<file path="src/rtl/keyboard_event_queue.sv">
// keyboard_event_queue: PS/2 scancode parser with a typematic filter feeding an event FIFO.
// Defining KBD_EXT_KEYS_EN adds decoding of the E0-prefixed arrow keys.
`timescale 1ns/1ps
module keyboard_event_queue #(
    parameter int DEPTH  = 8,
    parameter int CODE_W = 6
) (
    input  logic                     clk,
    input  logic                     rst,
    input  logic [7:0]               received_data,
    input  logic                     received_data_en,
    input  logic                     key_ready,
    output logic                     key_valid,
    output logic [CODE_W-1:0]        key_code,
    output logic                     key_release,
    output logic [$clog2(DEPTH):0]   fifo_count,
    output logic                     overflow
);
    localparam int AW = $clog2(DEPTH);
    localparam logic [AW:0] FULL = DEPTH[AW:0];

    typedef enum logic [1:0] {IDLE, BRK, EXT, EXT_BRK} state_t;

    function automatic logic [6:0] plain_map(input logic [7:0] b);
        case (b)
            8'h1C: return {1'b1, 6'd1};
            8'h32: return {1'b1, 6'd2};
            8'h21: return {1'b1, 6'd3};
            8'h23: return {1'b1, 6'd4};
            8'h24: return {1'b1, 6'd5};
            8'h2B: return {1'b1, 6'd6};
            8'h34: return {1'b1, 6'd7};
            8'h33: return {1'b1, 6'd8};
            8'h43: return {1'b1, 6'd9};
            8'h3B: return {1'b1, 6'd10};
            8'h42: return {1'b1, 6'd11};
            8'h4B: return {1'b1, 6'd12};
            8'h3A: return {1'b1, 6'd13};
            8'h31: return {1'b1, 6'd14};
            8'h44: return {1'b1, 6'd15};
            8'h4D: return {1'b1, 6'd16};
            8'h15: return {1'b1, 6'd17};
            8'h2D: return {1'b1, 6'd18};
            8'h1B: return {1'b1, 6'd19};
            8'h2C: return {1'b1, 6'd20};
            8'h3C: return {1'b1, 6'd21};
            8'h2A: return {1'b1, 6'd22};
            8'h1D: return {1'b1, 6'd23};
            8'h22: return {1'b1, 6'd24};
            8'h35: return {1'b1, 6'd25};
            8'h1A: return {1'b1, 6'd26};
            8'h29: return {1'b1, 6'd0};
            8'h5A: return {1'b1, 6'd30};
            8'h66: return {1'b1, 6'd31};
            default: return 7'd0;
        endcase
    endfunction

    function automatic logic [6:0] ext_map(input logic [7:0] b);
`ifdef KBD_EXT_KEYS_EN
        case (b)
            8'h75: return {1'b1, 6'd32};
            8'h72: return {1'b1, 6'd33};
            8'h6B: return {1'b1, 6'd34};
            8'h74: return {1'b1, 6'd35};
            default: return 7'd0;
        endcase
`else
        return plain_map(b);
`endif
    endfunction

    state_t              state;
    logic [5:0]          held;
    logic                held_valid;
    logic                ev_valid;
    logic [CODE_W-1:0]   ev_code;
    logic                ev_rel;
    logic                is_rel;
    logic                is_ext;
    logic                prefix;
    logic [6:0]          m;
    logic                dec;
    logic                sup;

    always_comb begin
        is_rel = state == BRK || state == EXT_BRK;
        is_ext = state == EXT || state == EXT_BRK;
        prefix = (state == IDLE && (received_data == 8'hF0 || received_data == 8'hE0)) ||
                 (state == EXT && received_data == 8'hF0);
        m      = is_ext ? ext_map(received_data) : plain_map(received_data);
        dec    = received_data_en && !prefix && m[6];
        sup    = !is_rel && held_valid && held == m[5:0];
    end

    // Decoded events are registered once before the FIFO, giving the two-cycle latency.
    always_ff @(posedge clk) begin
        if (rst) begin
            state      <= IDLE;
            held       <= '0;
            held_valid <= 1'b0;
            ev_valid   <= 1'b0;
            ev_code    <= '0;
            ev_rel     <= 1'b0;
        end else begin
            ev_valid <= dec && !sup;
            ev_code  <= CODE_W'(m[5:0]);
            ev_rel   <= is_rel;
            if (received_data_en)
                state <= (state == IDLE && received_data == 8'hF0) ? BRK :
                         (state == IDLE && received_data == 8'hE0) ? EXT :
                         (state == EXT  && received_data == 8'hF0) ? EXT_BRK : IDLE;
            if (dec && !is_rel) begin
                held       <= m[5:0];
                held_valid <= 1'b1;
            end else if (dec && held_valid && held == m[5:0]) begin
                held_valid <= 1'b0;
            end
        end
    end

    logic [CODE_W:0] mem [DEPTH];
    logic [AW-1:0]   wr;
    logic [AW-1:0]   rd;
    logic            pop;
    logic            do_push;

    assign key_valid   = fifo_count != '0;
    assign pop         = key_valid && key_ready;
    assign do_push     = ev_valid && (fifo_count != FULL || pop);
    assign key_code    = key_valid ? mem[rd][CODE_W-1:0] : '0;
    assign key_release = key_valid && mem[rd][CODE_W];

    always_ff @(posedge clk) begin
        if (do_push)
            mem[wr] <= {ev_rel, ev_code};
    end

    always_ff @(posedge clk) begin
        if (rst) begin
            wr         <= '0;
            rd         <= '0;
            fifo_count <= '0;
            overflow   <= 1'b0;
        end else begin
            wr         <= wr + AW'(do_push);
            rd         <= rd + AW'(pop);
            fifo_count <= fifo_count + (AW+1)'(do_push) - (AW+1)'(pop);
            overflow   <= overflow || (ev_valid && !do_push);
        end
    end
endmodule

</file>
<file path="config.mk">
export PLATFORM = sky130hd
export DESIGN_NAME = keyboard_event_queue
export DESIGN_NICKNAME = d
export VERILOG_FILES = /design/src/rtl/keyboard_event_queue.sv
export SDC_FILE = /design/constraint.sdc
export NUM_CORES = 1
export LEC_CHECK = 0
export ABC_AREA = 1
export BUFFER_PORTS_ARGS = -buffer_cell sky130_fd_sc_hd__buf_2
export CORE_MARGIN = 4
export CORE_UTILIZATION = 60
export CTS_CLUSTER_SIZE = 10
export DETAILED_ROUTE_END_ITERATION = 10
export PLACE_DENSITY = 0.79
export SETUP_SLACK_MARGIN = 0.02
export SYNTH_ARGS = -nofsm -noshare
export SYNTH_HDL_FRONTEND = slang
export SYNTH_SLANG_ARGS = --single-unit
</file>
<file path="constraint.sdc">
create_clock -name clk -period 5.58 [get_ports clk]
set_input_delay 1.116 -clock clk [delete_from_list [all_inputs] [get_ports clk]]
set_output_delay 1.116 -clock clk [all_outputs]
set_load 0.03 [all_outputs]
</file>
======== Word level (Yosys, flattened, before mapping) ========
Memories as Yosys holds them, arrays and structs flattened. A register that Yosys moved wholly into a read port is not among the register bits.
Index checks and enable logic that the tools add are counted.
storage, ports and cells
  output and inout port bits .............. 13
  bits in writable memories ............... 56
  logic and storage cells ................. 65
  memories ................................ 3
  ROM bits ................................ 1536
  register bits ........................... 28
cells by class
  add/sub/neg operators ................... 4
  multiplexer cells ....................... 12
  reduce and logical (&&, ||, !) cells .... 29
  eq/ne operators ......................... 7
memories
  memory            depth  bits a word  read ports  clocked after Yosys merged registers in  write ports  RTL line  text
  (name not given)  128    6            1           0                                        0            25        case (b)
  (name not given)  128    6            1           0                                        0            25
  mem               8      7            1           1                                        1            122       logic [CODE_W:0] mem [DEPTH];
operator list
  kind                count
  $mux 7              3
  $eq 8x8->1 const B  2
  $logic_and 1x1->1   16
  $add 3x1->3         2
  $eq 6x6->1          1
  $logic_or 1x1->1    6
  $mux 2              3
  $mux 6              1
  $add 4x1->4         1
  $eq 2x2->1 const B  2
  $logic_not 1->1     4
  $mux 1              4
  $ne 4x4->1 const B  1
  $reduce_bool 4->1   1
  $sub 4x1->4         1
  $mux 3              1
  $eq 2x1->1 const B  1
  $logic_not 2->1     1
  $reduce_bool 2->1   1

======== Logic depth before layout (Yosys ltp) ========
Gate-level depths: netlist of the first run.
  depth after elaboration ................. 11
  mapped depth ............................ 16
  depth with buffers taken out ............ 16

======== Worst setup path after synthesis of the first run ========
No wires, ideal clock.
  path type ............................... reg-to-output
  start point ............................. reg fifo_count[2]
  end point ............................... out key_code[0]
  stages on the path, launching flop included .. 6
  required time ........................... 4.464 ns
  slack ................................... 2.663 ns
  buffers on the path ..................... 0
  arrival ................................. 1.801 ns
  cells stage by stage .................... dfxtp_1 > inv_1 > ha_1 > nand2_1 > o21ai_0 > a31oi_1
between the ends
  cells in the longest elaborated chain, start to end .. 2
ends and longest elaborated chain
  what                      RTL line  text
  start: declaration        16        output logic [$clog2(DEPTH):0] fifo_count,
  start signal: assignment  148       fifo_count <= fifo_count + (AW+1)'(do_push) - (AW+1)'(pop);
  $reduce_bool 4->1         128       assign key_valid = fifo_count != '0;
  net key_valid             13        output logic key_valid,
  $mux 6                    131       assign key_code = key_valid ? mem[rd][CODE_W-1:0] : '0;
  end: declaration          14        output logic [CODE_W-1:0] key_code,
The timed path passes the listed nets, and every way through them passes these cells.

==> impl_metrics.py, run 1 <==
metrics = {
    "yosys": {
        "ys_ff_latch": 73,
        "ys_async_sr_fraction_pct": 0,
        "synth_top_area_share_pct": 39.2,
        "synthTopCellsByCount": "nand2_1 (76), nor2_1 (69), edfxtp_1 (48), inv_1 (39), o21ai_0 (35)",
        "synth.cell_area_sq_mm": 0.00368,
        "synth-edff-count": 48,
        "synth_top_flop_cell": "edfxtp_1",
        "syn-num-nets": 448,
        "syn_inst": 418,
        "synthDistinctLibCells": 35,
        "yosysMostFrequentCell": "nand2_1",
        "synthTopCellsByArea": "edfxtp_1 (39%), dfxtp_1 (14%), nand2_1 (7.8%)",
        "ys_seq_area_share_pct": 52.8,
        "avgSynthCellArea_sq_um": 8.80,
        "yosys_warnings": 0,
        "yosys.area.top_type": "edfxtp_1",
    },
    "die": {
        "core-area_sq_mm": 0.00592,
        "rows": 28,
        "ios": 25,
        "chipHeight_um": 86.3,
        "die_area_sq_mm": 0.00745,
        "start_util_pct": 62.1,
        "die_x_um": 86.3,
    },
    "worst_setup_path": {
        "critPathArrivalTime_ns": 2.61,
        "slowest_stage": "dfxtp_1",
        "path_cells": "inv_1 > o21ai_0 > o22ai_1 > o21ai_0 > a31oi_1 > buf_2",
        "crit_path_end_kind": "output pin",
        "cpPeakStageDelay_ns": 0.85,
        "cp_top_family": "flip-flops",
        "cp_num_buf_inv": 2,
        "cp_max_fo": 26,
        "required_ns": 4.46,
        "crit_top_cell": "o21ai_0",
        "crit_type": "register to output pin",
        "startpoint_type": "register",
    },
    "global_routing": {
        "grt_pass1_vias": 2702,
        "overflow": 0,
        "antenna_found_initial": 0,
        "grt_use_total_pct": 21.8,
        "grt_pass1_wl_um": 12700,
        "grt_max_degree": 27,
    },
    "pwr": {
        "ir_worst_vdd_mv": 0.273,
        "switching_share_pct": 36.6,
        "powerDensity_mw_per_mm2": 385,
        "clkPwrFrac_pct": 27.3,
        "p_comb_share_pct": 30.9,
        "pwr-share-seq_pct": 41.8,
        "internal-power_mw": 0.983,
        "finalPower_mw": 1.55,
        "leakagePower_nw": 1.70,
        "switchingPower_mw": 0.567,
    },
    "route": {
        "drtIter0Drc": 158,
        "drcViolationCount": 0,
        "post_drt_wl_per_cell_um": 14.7,
        "ant_nets": 0,
        "wl_um": 7600,
        "drt_pass1_iterations": 6,
        "via_per_inst": 5.62,
        "vias": 2910,
    },
    "cts": {
        "cts_setup_buffers": 0,
        "insertion_delay_ns": 0.34,
        "cts.sinks": 73,
        "cts_tree": "yes",
        "htreeDepth": 3,
        "hold_buffers": 0,
        "clk_pin_slew_worst_paths_ns": 0.08,
        "cts_inserted_buffers": 9,
        "cts_resized": 0,
        "clock_path_buffers": 2,
        "cts_root_buffer": "clkbuf_8",
    },
    "sta": {
        "fin_crit_ns": 3.72,
        "post-route-period-util_pct": 66.7,
        "tightest_slew_ns": 0.804,
        "rsz0062_at_grt": "false",
        "fmax_mhz": 269,
        "setup_tns_ns": 0,
        "finClkSkew_ns": 0.00700,
        "maxSlewViolCount": 0,
        "hold_viol_final": 0,
        "relSlewSlack_pct": 46.3,
        "setup_violations": 0,
    },
    "layout": {
        "num_antenna_cells": 0,
        "syn_to_final_growth_pct": 9.42,
        "layout-drive-gt1-share_pct": 12.4,
        "nets": 468,
    },
    "status": {
        "status": "completed",
    },
    "flow_run": {
        "max_cap_viol_count": 0,
    },
    "min_path": {
        "hold_class": "register to register",
    },
    "placed_design": {
        "globalplace.congestion": 0.910,
        "port-buffer-count": 23,
        "hpwl_um": 5430,
    },
}
[registers in the layout, indices dropped and copies added (netlist names)]
register / flops
ev_rel: 1
overflow: 1
state: 1
ev_valid: 1
fifo_count: 4
wr: 3
rd: 3
held_valid: 1
ev_code: 5
held: 5
mem: 48
[through the flow]
step	std cells	cell area (sq um)	hold WS [ns]	utilization, %	worst slack (ns)
2_1_floorplan	418	3680	0.440	-	2.66
3_3_place_gp	502	3810	0.437	64.4	2.47
3_5_place_dp	502	3810	0.444	64.4	2.31
4_1_cts	518	4020	0.463	68.0	1.90
5_1_grt	518	4020	0.486	68.0	1.62
6_report	518	4020	0.464	68.0	1.86
[final timing paths]
path	startpoint	to	slack [ns]	cells past startpoint
max	rd[0]$_SDFF_PP0_	key_release	1.86	6
min	overflow$_SDFF_PP0_	overflow$_SDFF_PP0_	0.46	2
max reg2reg	fifo_count[2]$_SDFF_PP0_	mem[4][6]$_DFFE_PP_	3.07	9
min reg2reg	overflow$_SDFF_PP0_	overflow$_SDFF_PP0_	0.46	2
[power by group through the flow]
| stage | sequential, mW | combinational, mW | clock, mW |
|---|---|---|---|
| global route | 0.656 | 0.533 | 0.454 |
| finish | 0.647 | 0.478 | 0.424 |
| detailed placement | 0.659 | 0.475 | 0 |
| floorplan | 0.657 | 0.357 | 0 |
| global placement | 0.655 | 0.461 | 0 |
| CTS | 0.646 | 0.479 | 0.429 |
[routing by layer]
layer / track usage (%) / wire [um] / part of all wire, %
met5: 0 / 0 / 0
met4: 8.64 / 104 / 1.4
met3: 3.90 / 507 / 6.7
met2: 34.3 / 3590 / 47
met1: 30.1 / 3400 / 45
[worst register-to-register path: cells and delay by family (launching register included)]
family,cells,cell delay [ns]
simple gates,6,1.48
buf+inv,2,0.14
fa+ha+maj,1,0.20
flops,1,0.33
[kinds of logic after synthesis]
family,after synthesis,share of synthesized area [%]
flip-flops,73,52.8
AND/OR/NAND/NOR,200,23.5
adder cells (fa/ha/maj),18,6.33
AO/OA/AOI/OAI,67,10.1
XOR/XNOR,3,0.715
other,1,0.102
buffers and inverters,56,6.40
[placed cells by master (no fill, tap or decap), types with 2 or more instances in the layout]
master / netlist / final
nand2_1: 76 / 76
nor2_1: 69 / 69
edfxtp_1: 48 / 48
inv_1: 39 / 39
o21ai_0: 35 / 35
nand3_1: 28 / 28
dfxtp_1: 25 / 25
buf_2: 1 / 23
ha_1: 17 / 17
nand4_1: 13 / 13
a21oi_1: 11 / 11
clkbuf_8: 0 / 10
o22ai_1: 6 / 6
a31oi_1: 6 / 6
nand2_2: 5 / 5
o21ai_1: 5 / 5
or2_2: 3 / 3
inv_4: 2 / 3
xnor2_1: 2 / 2
clkbuf_16: 0 / 2
clkbuf_1: 9 / 2
[cell type report]
cell class              instances  area [sq um]
inverters                      42           163
clock inverters                 2          15.0
well taps                      75          93.8
multi-input cells             289          1500
flip-flops and latches         73          1940
fillers                       480          1900
repair buffers                 23           115
clock buffers                  14           195
Power figures use the tool's default switching activity.
==> inputs of run 2 (changes only) <==
- CORE_UTILIZATION: 60 -> 54
- PLACE_DENSITY: 0.79 -> 0.75
- clock period: 5.58 -> 3 ns (I/O delays scaled with it)
==> run 2 against run 1 <==
Via count shrank 0.89%. Clock power grew 91%. Worst hold slack lost 0.0077 ns. Cell count grew 0.77%. Count of clock-buffer cells in the layout shrank 3. Wire length shrank 3.0%. Flip-flop and latch count is the same. Non-clock buffer count grew 2. Register-to-register slack lost 2.6 ns. Sequential share of layout area shrank 0.22 points.
==> impl_metrics.py, run 2 (synthesis gave the netlist of run 1 again) <==
metrics = {
    "sta": {
        "setup_violations": 0,
        "fin_crit_ns": 2.59,
        "maxSlewViolCount": 0,
        "fmax_mhz": 387,
        "tightest_slew_ns": 0.643,
        "setup_tns_ns": 0,
        "hold_viol_final": 0,
        "relSlewSlack_pct": 57.1,
        "hold_slack_ns": 0.457,
        "finClkSkew_ns": 0.0102,
        "post-route-period-util_pct": 86.2,
        "rsz0062_at_grt": "false",
    },
    "worst_setup_path": {
        "cpPeakStageDelay_ns": 0.47,
        "crit_path_end_kind": "output pin",
        "required_ns": 2.40,
        "cp_num_buf_inv": 2,
        "path_cells": "inv_1 > o21ai_0 > o22ai_1 > o21ai_0 > a31oi_1 > buf_2",
        "slowest_stage": "inv_1",
        "critPathArrivalTime_ns": 1.99,
        "crit_top_cell": "o21ai_0",
        "crit_type": "register to output pin",
        "startpoint_type": "register",
        "cp_top_family": "buffers and inverters",
        "cp_max_fo": 24,
    },
    "layout": {
        "syn_to_final_growth_pct": 9.94,
        "fill_cells": 511,
        "final_cell_mix": "nand2_1 (76), nor2_1 (69), edfxtp_1 (48), inv_1 (39), o21ai_0 (35)",
        "regArea_sq_mm": 0.00194,
        "top_register": "mem",
        "final_cells": 522,
        "final_common_cell": "nand2_1",
        "top_regs": "mem (48), ev_code (5), held (5)",
        "num_antenna_cells": 0,
        "layout-drive-gt1-share_pct": 12.6,
        "nets": 470,
        "multiInputGateArea_sq_mm": 0.00150,
        "largest_register_ffs": 48,
    },
    "pwr": {
        "powerDensity_mw_per_mm2": 728,
        "ir_worst_vdd_mv": 0.494,
        "finalPower_mw": 2.94,
        "leakagePower_nw": 1.70,
    },
    "cts": {
        "htreeDepth": 3,
        "cts_setup_buffers": 0,
        "insertion_delay_ns": 0.34,
        "cts_tree": "yes",
        "clock_path_buffers": 2,
        "cts_resized": 0,
        "cts_inserted_buffers": 9,
        "cts.sinks": 73,
        "cts_root_buffer": "clkbuf_8",
        "hold_buffers": 0,
        "clk_pin_slew_worst_paths_ns": 0.08,
    },
    "die": {
        "chipHeight_um": 90.5,
        "rows": 29,
        "start_util_pct": 56.6,
        "ios": 25,
        "core-area_sq_mm": 0.00649,
        "die_x_um": 90.5,
        "die_area_sq_mm": 0.00819,
    },
    "global_routing": {
        "overflow": 0,
        "grt_max_degree": 26,
        "grt_pass1_vias": 2695,
        "grt_pass1_wl_um": 12500,
        "antenna_found_initial": 0,
        "grt_use_total_pct": 18.9,
    },
    "route": {
        "ant_nets": 0,
        "post_drt_wl_per_cell_um": 14.1,
        "vias": 2884,
        "via_per_inst": 5.52,
        "drtIter0Drc": 224,
        "drcViolationCount": 0,
        "wl_um": 7370,
        "drt_pass1_iterations": 6,
    },
    "status": {
        "status": "completed",
    },
    "placed_design": {
        "port-buffer-count": 23,
        "globalplace.congestion": 0.996,
        "placedCellCount": 506,
        "hpwl_um": 5230,
    },
    "flow_run": {
        "max_cap_viol_count": 0,
    },
    "min_path": {
        "hold_class": "register to register",
    },
}
[run 2: power by group]
| part | internal, mW | switching [mW] |
|---|---|---|
| Combinational | 0.298 | 0.673 |
| Sequential | 1.12 | 0.0438 |
| Clock | 0.469 | 0.342 |
| Total | 1.88 | 1.06 |
[run 2: cell type report]
cell class	count	area share [%]
well taps	77	2.38
repair buffers	25	3.22
clock inverters	5	1.98
inverters	42	4.02
clock buffers	11	3.25
multi-input cells	289	37.1
flip-flops and latches	73	48.0
[run 2: worst paths after layout]
path | start | to | slack [ns] | depth (start not counted)
worst max-delay path | rd[0]$_SDFF_PP0_ | key_code[4] | 0.41 | 6
worst min-delay path | overflow$_SDFF_PP0_ | overflow$_SDFF_PP0_ | 0.46 | 2
worst max register to register | fifo_count[2]$_SDFF_PP0_ | fifo_count[2]$_SDFF_PP0_ | 0.44 | 14
worst min register to register | overflow$_SDFF_PP0_ | overflow$_SDFF_PP0_ | 0.46 | 2
[run 2: metal layers]
layer | part of all wire, % | GRT usage (%) | up-vias | wire (um)
met5 | 0 | 0 | - | 0
met1 | 43 | 24.1 | 1342 | 3200
met3 | 5.6 | 4.83 | 6 | 412
met4 | 0.60 | 6.38 | 0 | 44
met2 | 50 | 31.2 | 91 | 3710
li1 | - | - | 1445 | -
[run 2: worst reg2reg max path: cells and delay by family, from the launching register on]
| kind | cells | cell delay (ns) |
|---|---|---|
| fa+ha+maj | 4 | 0.99 |
| xor+xnor | 1 | 0.16 |
| flops | 1 | 0.33 |
| simple gates | 5 | 0.73 |
| buf+inv | 4 | 0.25 |
[run 2: per-stage QoR]
| step | util (%) | cell area (sq um) | worst slack, ns |
|---|---|---|---|
| after CTS | 62.2 | 4040 | 0.402 |
| after floorplan | - | 3680 | 0.310 |
| after detailed placement | 59.0 | 3830 | 0.470 |
| after global placement | 59.0 | 3830 | 0.502 |
| after global routing | 62.2 | 4040 | 0.209 |
| final | 62.2 | 4040 | 0.413 |
==> inputs of run 3 (changes only) <==
- ABC_AREA: 1 -> 0
- CORE_UTILIZATION: 54 -> 55
- PLACE_DENSITY: 0.75 -> 0.76
==> run 3 against run 2 <==
Utilization down 0.73 points. Global-route usage up 0.25 points. Highest routed layer unchanged. Wire length up 1.0%. Register-to-register slack better by 0.06 ns. Sequential power about the same. Flip-flop and latch count unchanged. Synthesized cell count down 21%. Critical path type is now register to register.
==> impl_metrics.py, run 3 <==
metrics = {
    "status": {
        "status": "completed",
    },
    "cts": {
        "cts_root_buffer": "clkbuf_8",
        "clock_path_buffers": 2,
        "hold_buffers": 0,
        "cts_inserted_buffers": 9,
        "cts_setup_buffers": 0,
        "cts_resized": 0,
        "cts.sinks": 73,
        "cts_tree": "yes",
        "clk_pin_slew_worst_paths_ns": 0.08,
        "insertion_delay_ns": 0.34,
        "htreeDepth": 3,
    },
    "yosys": {
        "yosysMostFrequentCell": "edfxtp_1",
        "yosys_warnings": 0,
        "ys_seq_area_share_pct": 50.6,
        "ys_async_sr_fraction_pct": 0,
        "synth_top_flop_cell": "edfxtp_1",
        "synth-edff-count": 48,
        "ys_ff_latch": 73,
        "avgSynthCellArea_sq_um": 11.7,
        "synth_top_area_share_pct": 37.6,
        "synthDistinctLibCells": 60,
        "yosys.area.top_type": "edfxtp_1",
        "syn_inst": 329,
        "synthTopCellsByCount": "edfxtp_1 (48), nor2_1 (37), dfxtp_1 (25), ha_1 (17), inv_1 (16)",
        "synth.cell_area_sq_mm": 0.00384,
        "syn-num-nets": 359,
        "synthTopCellsByArea": "edfxtp_1 (38%), dfxtp_1 (13%), mux4_2 (7.0%)",
    },
    "layout": {
        "multiInputGateArea_sq_mm": 0.00171,
        "final_common_cell": "edfxtp_1",
        "fill_cells": 534,
        "num_antenna_cells": 0,
        "nets": 378,
        "top_regs": "mem (48), ev_code (5), held (5)",
        "stdcell_area_sq_mm": 0.00418,
        "regArea_sq_mm": 0.00194,
        "final_cell_mix": "edfxtp_1 (48), nor2_1 (37), dfxtp_1 (25), buf_2 (23), ha_1 (17)",
        "syn_to_final_growth_pct": 8.90,
        "top_register": "mem",
        "final_cells": 449,
        "layout-drive-gt1-share_pct": 19.3,
        "largest_register_ffs": 48,
    },
    "worst_setup_path": {
        "crit_top_cell": "inv_1",
        "path_cells": "inv_1 > ha_1 > and2_1 > inv_1 > nand2_1 > inv_1 > ha_1 > inv_1 > ha_1 > inv_1 > fa_1 > xor2_1 > nor2_1",
        "r2r-start": "fifo_count[2]$_SDFF_PP0_",
        "cp_max_fo": 7,
        "crit_type": "register to register",
        "required_ns": 3.22,
        "critPathArrivalTime_ns": 2.71,
        "startpoint_type": "register",
        "reg2reg_depth": 13,
        "r2r-end": "fifo_count[2]$_SDFF_PP0_",
        "reg2reg_slack_ns": 0.50,
        "cpPeakStageDelay_ns": 0.38,
        "crit_path_end_kind": "register",
        "slowest_stage": "fa_1",
    },
    "global_routing": {
        "grt_max_degree": 26,
        "antenna_found_initial": 0,
        "grt_pass1_wl_um": 12600,
        "grt_use_total_pct": 19.1,
        "grt_pass1_vias": 2560,
        "overflow": 0,
    },
    "sta": {
        "fin_crit_ns": 2.50,
        "hold_viol_final": 0,
        "setup_violations": 0,
        "setup_tns_ns": 0,
        "post-route-period-util_pct": 83.2,
        "tightest_slew_ns": 0.663,
        "finClkSkew_ns": 0.0106,
        "relSlewSlack_pct": 55.7,
        "rsz0062_at_grt": "false",
        "fmax_mhz": 401,
        "maxSlewViolCount": 0,
    },
    "placed_design": {
        "port-buffer-count": 23,
        "placedCellCount": 433,
        "placed_area_sq_mm": 0.00400,
        "globalplace.congestion": 0.950,
        "hpwl_um": 5300,
    },
    "route": {
        "via_per_inst": 5.71,
        "vias": 2566,
        "post_drt_wl_per_cell_um": 16.6,
        "drcViolationCount": 0,
        "drtIter0Drc": 150,
        "ant_nets": 0,
        "wl_um": 7440,
        "drt_pass1_iterations": 5,
    },
    "pwr": {
        "ir_worst_vdd_mv": 0.416,
        "leakagePower_nw": 1.60,
        "powerDensity_mw_per_mm2": 634,
        "finalPower_mw": 2.65,
    },
    "min_path": {
        "hold-path-endpoint": "ev_valid$_SDFF_PP0_",
        "hold_class": "register to register",
        "holdPathStages": 1,
        "hp-start": "held_valid$_SDFFE_PP0P_",
    },
    "die": {
        "start_util_pct": 56.5,
        "chipHeight_um": 91.5,
        "ios": 25,
        "core-area_sq_mm": 0.00679,
        "die_x_um": 91.5,
        "die_area_sq_mm": 0.00838,
        "rows": 30,
    },
    "flow_run": {
        "max_cap_viol_count": 0,
    },
}
==> run 3: per-stage QoR <==
step	hold slack, ns	setup WS, ns	util [%]
6_report	0.474	0.503	61.5
4_1_cts	0.468	0.483	61.5
2_1_floorplan	0.432	0.351	-
3_5_place_dp	0.451	0.182	58.9
5_1_grt	0.499	0.282	61.5
3_3_place_gp	0.453	0.247	58.9
==> run 3: metal layers <==
layer	GRT usage [%]	share of wire, %	vias to the layer above
li1	-	-	1238
met1	24.7	44	1232
met2	30.7	49	76
met3	4.06	4.7	20
met4	8.79	2.5	0
met5	0	0	-
==> run 3: final cells by class <==
class	instances	area share [%]
sequential	73	46.5
clock buffer	10	3.29
clock inverter	6	0.988
timing repair buffer	30	4.01
inverter	17	1.53
tap	96	2.87
multi-input combinational	217	40.8
==> run 3: how the worst max path moves through the flow <==
stage	endpoint	cells after the start	from	slack, ns
2_1_floorplan	fifo_count[2]$_SDFF_PP0_	14	fifo_count[2]$_SDFF_PP0_	0.35
4_1_cts	fifo_count[2]$_SDFF_PP0_	13	fifo_count[2]$_SDFF_PP0_	0.48
3_3_place_gp	ev_valid$_SDFF_PP0_	9	received_data[2]	0.25
5_1_grt	fifo_count[2]$_SDFF_PP0_	13	fifo_count[2]$_SDFF_PP0_	0.28
6_report	fifo_count[2]$_SDFF_PP0_	13	fifo_count[2]$_SDFF_PP0_	0.50
3_5_place_dp	held[3]$_SDFFE_PP0P_	11	received_data[1]	0.18
==> run 3: cells by family (layout without fill, tap and decap cells) <==
logic type / Yosys count / count (layout) / synth area share, %
xor+xnor: 8 / 8 / 1.83
fa+ha+maj: 18 / 18 / 6.06
mux: 29 / 29 / 11.7
flops: 73 / 73 / 50.6
other cells: 1 / 1 / 0.0977
compound gates: 56 / 56 / 10.7
buf+inv: 39 / 63 / 4.92
simple gates: 105 / 105 / 14.2
==> run 3: worst max-delay path: cells and delay by family (launching register included) <==
kind                       cells  cell delay (ns)
adders and majority gates      4             1.02
and+or+nand+nor                3             0.50
buffers and inverters          5             0.40
DFF                            1             0.31
xor gates and xnor gates       1             0.16
==> run 3: report_power, final <==
| group | total [mW] | switching, mW | internal (mW) |
|---|---|---|---|
| Sequential | 1.15 | 0.0450 | 1.11 |
| Combinational | 0.813 | 0.479 | 0.334 |
| Clock | 0.683 | 0.361 | 0.322 |
